## config.mk

```make
export PLATFORM = sky130hd
export DESIGN_NAME = fft_peak_scan
export DESIGN_NICKNAME = d
export VERILOG_FILES = /design/src/rtl/fft_peak_scan.sv
export SDC_FILE = /design/constraint.sdc
export NUM_CORES = 2
export LEC_CHECK = 0
export ABC_AREA = 1
export BUFFER_PORTS_ARGS = -buffer_cell sky130_fd_sc_hd__buf_2
export CAP_MARGIN = 20
export CORE_UTILIZATION = 45
export DETAILED_ROUTE_END_ITERATION = 10
export HOLD_SLACK_MARGIN = 0.06
export PLACE_DENSITY = 0.72
export SLEW_MARGIN = 5
export SYNTH_ARGS = -nofsm -noshare
export SYNTH_HDL_FRONTEND = slang
export SYNTH_SLANG_ARGS = --single-unit
```

## constraint.sdc

```tcl
create_clock -name clk -period 2.9 [get_ports clk]
set_input_delay 0.58 -clock clk [delete_from_list [all_inputs] [get_ports clk]]
set_output_delay 0.58 -clock clk [all_outputs]
set_load 0.005 [all_outputs]
```

## src/rtl/fft_peak_scan.sv

```systemverilog
// Post-frame peak search: walks a bin range of the FFT output RAM, squares each {Re, Im}
// word in a three-stage pipeline and reports the bin with the largest magnitude-squared.
module fft_peak_scan #(
  parameter int unsigned bit_width  = 16,
  parameter int unsigned addr_width = 5,
  parameter int unsigned first_bin  = 1,
  parameter int unsigned last_bin   = 15
) (
  input  logic                     clk,
  input  logic                     reset_n,
  input  logic                     start,
  input  logic [2*bit_width-1:0]   min_mag,
  output logic [addr_width-1:0]    rd_addr,
  output logic                     rd_en,
  input  logic [2*bit_width-1:0]   rd_data,
  output logic                     busy,
  output logic                     done,
  output logic [addr_width-1:0]    peak_bin,
  output logic [2*bit_width-1:0]   peak_mag,
  output logic                     peak_valid
);

  localparam int unsigned MagW = 2 * bit_width;
  localparam logic [addr_width-1:0] FirstAddr = addr_width'(first_bin);
  localparam logic [addr_width-1:0] LastAddr  = addr_width'(last_bin);

  typedef enum logic [1:0] {StIdle, StScan, StDrain} state_e;

  state_e                 state_q;
  logic [MagW-1:0]        min_mag_q;
  logic [MagW-1:0]        max_mag_q;
  logic [addr_width-1:0]  max_bin_q;

  // S1: RAM word on rd_data, tagged with the address issued one cycle earlier.
  logic                   s1_valid_q;
  logic [addr_width-1:0]  s1_bin_q;
  // S2: registered magnitude-squared.
  logic                   s2_valid_q;
  logic [addr_width-1:0]  s2_bin_q;
  logic [MagW-1:0]        s2_mag_q;
  // S3: running max has absorbed the S2 value.
  logic                   s3_valid_q;

  logic signed [bit_width-1:0] re, im;
  logic signed [MagW-1:0]      re_ext, im_ext;
  logic        [MagW-1:0]      re_sq, im_sq, sq_sum;

  // Each square is at most 2^(MagW-2), so the unsigned sum cannot overflow.
  always_comb begin
    re     = rd_data[MagW-1:bit_width];
    im     = rd_data[bit_width-1:0];
    re_ext = MagW'(re);
    im_ext = MagW'(im);
    re_sq  = $unsigned(re_ext * re_ext);
    im_sq  = $unsigned(im_ext * im_ext);
    sq_sum = re_sq + im_sq;
  end

  always_ff @(posedge clk or negedge reset_n) begin
    if (!reset_n) begin
      s1_valid_q <= 1'b0;
      s1_bin_q   <= '0;
      s2_valid_q <= 1'b0;
      s2_bin_q   <= '0;
      s2_mag_q   <= '0;
      s3_valid_q <= 1'b0;
    end else begin
      s1_valid_q <= rd_en;
      s1_bin_q   <= rd_addr;
      s2_valid_q <= s1_valid_q;
      s2_bin_q   <= s1_bin_q;
      s2_mag_q   <= sq_sum;
      s3_valid_q <= s2_valid_q;
    end
  end

  always_ff @(posedge clk or negedge reset_n) begin
    if (!reset_n) begin
      state_q    <= StIdle;
      rd_en      <= 1'b0;
      rd_addr    <= '0;
      busy       <= 1'b0;
      done       <= 1'b0;
      peak_bin   <= '0;
      peak_mag   <= '0;
      peak_valid <= 1'b0;
      min_mag_q  <= '0;
      max_mag_q  <= '0;
      max_bin_q  <= '0;
    end else begin
      done <= 1'b0;
      // Strictly greater keeps the lowest index on ties.
      if (s2_valid_q && (s2_mag_q > max_mag_q)) begin
        max_mag_q <= s2_mag_q;
        max_bin_q <= s2_bin_q;
      end
      unique case (state_q)
        StIdle: begin
          busy <= 1'b0;
          if (start) begin
            min_mag_q <= min_mag;
            max_mag_q <= '0;
            max_bin_q <= FirstAddr;
            rd_en     <= 1'b1;
            rd_addr   <= FirstAddr;
            busy      <= 1'b1;
            state_q   <= StScan;
          end
        end
        StScan: begin
          if (rd_addr == LastAddr) begin
            rd_en   <= 1'b0;
            state_q <= StDrain;
          end else begin
            rd_addr <= rd_addr + 1'b1;
          end
        end
        StDrain: begin
          // Last bin merged into the running max on the previous edge.
          if (s3_valid_q && !s2_valid_q) begin
            done       <= 1'b1;
            peak_bin   <= max_bin_q;
            peak_mag   <= max_mag_q;
            peak_valid <= (max_mag_q >= min_mag_q);
            state_q    <= StIdle;
          end
        end
        default: state_q <= StIdle;
      endcase
    end
  end

endmodule

```

==> impl_metrics.ini <==
[finish]
area_growth_pct = 26.9
layout.nets = 4106
antennaDiodeCount = 0
final_cells = 4065
fillers = 4618
final_area_um2 = 32400
drive_gt1_share_pct = 26.9

[timing]
min_period_ps = 6200
finalSetupViolCount = 28
fin_ws_ps = -3300
slew_violations = 0
fin_skew_ps = 10.5
hold_violations = 0
period_share_pct = 214
fmax_mhz = 161
rsz0062_at_grt = yes
tightestPinTransition_ps = 729
hold_ws_ps = 170
finalSetupTns_ps = -79670
slew_headroom_pct = 51.4

[critical_path]
critPathKind = input pin to flop
arrival_ps = 6520
slowest_delay_ps = 600
path_buf_inv = 9
critical_path_required_ps = 3210
crit_path_max_fanout = 5
cp_top_family = adder cells
endpoint_kind = flop
start_kind = input pin
crit_slowest_cell = fa_2
crit_top_cell = fa_2

[run_status]
failed_checks = negative setup slack
outcome = complete, but fails checks

[clock_network]
clkLatencyLatePin_ps = 430
cts_buffer_depth = 2
cts_tree = yes
clk_pin_slew_ps = 60
hold_buffers = 0
htreeDepth = 4
cts_num_sinks = 162
cts-root-buf = clkbuf_16
numCtsBuffers = 17

[floorplan]
core-area_um2 = 55500
rows = 86
num_io_pins = 113
start_util_pct = 45.9
die-area_um2 = 57600
die_w_um = 240
die_y_um = 240

[grt]
grt_pass1_wl_um = 102000
grt_start_max_net_pins = 79
grt.overflow.total = 0
antenna_found_initial = 1
first_global_vias = 20641
grt_util_all_layers_pct = 22.6

[worst_hold_path]
worstHoldPathType = input pin to asynchronous set/reset pin

[placement]
place_congestion = 0.925
dp_cells = 3982
port_buffers = 112
hpwl_um = 52100
place_area_um2 = 29700

[yosys]
avgSynthCellArea_um2 = 8.79
synth_seq_cells = 162
synth.distinct_cells = 36
synth_cells = 2902
syn-num-nets = 3704
ys.warnings.count = 0
synth_area_um2 = 25500
ys_seq_area_share_pct = 15.9

[drt]
finalWirelength_um = 61700
via_per_inst = 4.72
dr.pass1.iters = 5
postRouteAntennaNets = 0
routedWlPerCell_um = 15.2
route.detailed.drc = 0
vias = 19200
drtIter0Drc = 1065

[run]
drv_cap = 0
through the flow:
| stage | setup WS [ps] | utilization (%) |
|---|---|---|
| 2_1_floorplan | -3440 | - |
| 3_3_place_gp | -3970 | 53.5 |
| 3_5_place_dp | -4000 | 53.5 |
| 4_1_cts | -3260 | 57.4 |
| 5_1_grt | -3470 | 58.3 |
| 6_report | -3300 | 58.3 |
sequential cells by signal, indices dropped and copies added, names as in the netlist, 32 cells and up:
register	count
s2_mag_q	32
max_mag_q	32
peak_mag	32
min_mag_q	32
layout make-up:
class | count | area, um2 | area share (%)
Multi-Input combinational cell | 1763 | 19300 | 59.6
Timing Repair Buffer | 480 | 4150 | 12.8
Sequential cell | 162 | 4050 | 12.5
Inverter | 880 | 3320 | 10.3
Tap cell | 748 | 936 | 2.89
Clock buffer | 18 | 439 | 1.36
Clock inverter | 14 | 175 | 0.541
routing by layer:
layer	up-vias	share of wire (%)	GRT usage (%)
li1	9186	-	-
met1	9513	43	29.2
met2	426	50	39.7
met3	73	5.0	3.77
met4	2	1.9	5.00
met5	-	0.021	0
cells by family after synthesis:
group / after synthesis / share of synthesized area [%]
flops: 162 / 15.9
other cells: 1 / 0.0147
simple gates: 761 / 12.0
fa+ha+maj: 735 / 51.4
buf+inv: 977 / 14.6
xor+xnor: 39 / 1.34
compound gates: 227 / 4.79
Yosys cell counts:
cell        n  share of area [%]
nand2_2     1              0.025
o31ai_1     1              0.029
or2_2       7               0.17
o21bai_1    6               0.18
inv_2       1              0.015
o21ai_0    93                1.8
a31oi_1     3              0.074
a21boi_0    1              0.029
nor3_1     12               0.24
nand3b_1    6               0.18
ha_1      216                 11
a21o_1      8               0.24
a21oi_1   102                2.0
inv_1     879                 13
nor4_1      2              0.049
buf_2       8               0.16
a211oi_1    2              0.059
fa_1      519                 41
xor2_1     27               0.93
nand4_1     8               0.20
o21ai_2     1              0.034
conb_1      1              0.015
dfrtp_1   162                 16
nand3_1    81                1.6
nor2_1    118                1.7
xnor2_1    12               0.41
nor4_2      1              0.049
nand2_1   524                7.7
buf_6       7               0.31
and2_1      1              0.025
o21a_1      6               0.18
buf_1       2              0.029
o21ai_1     1              0.020
a21oi_4     1              0.064
a31o_2      2              0.069
clkbuf_1   80                1.2
final timing paths:
kind | startpoint | end | slack [ps] | depth (start not counted)
setup / recovery | rd_data[15] | s2_mag_q[30] | -3300 | 26
hold / removal | reset_n | max_mag_q[4] | 170 | 1
setup reg to reg | max_mag_q[7] | max_mag_q[7] | 450 | 11
hold reg to reg | s1_bin_q[3] | s2_bin_q[3] | 350 | 0
max in group asynchronous | reset_n | max_bin_q[4] | 1870 | 2
min in group clk | s1_bin_q[3] | s2_bin_q[3] | 350 | 0
placed cells by master, fill, tap and decap left out, drive strengths merged:
cell / count
o31ai: 1
o21a: 6
bufbuf: 1
a31o: 2
a31oi: 3
clkinv: 3
nand3b: 6
ha: 216
or2: 7
clkbuf: 19
a21o: 8
nand3: 81
a21oi: 103
fa: 519
bufinv: 3
nor2: 118
o21bai: 6
clkinvlp: 4
nand4: 8
nor4: 3
nor3: 12
dfrtp: 162
o21ai: 95
a211oi: 2
nand2: 525
buf: 478
and2: 1
xnor2: 12
a21boi: 1
xor2: 27
inv: 884
conb: 1
repair_timing:
item	CTS	global route
resized for setup	380	118
setup endpoints to repair	28	28
gates cloned	1	1
setup buffers	37	19
pin swaps	219	115
Power is left out: the tool's default activity adds up to more than one toggle a clock period on the data nets, which glitch-free logic cannot reach.
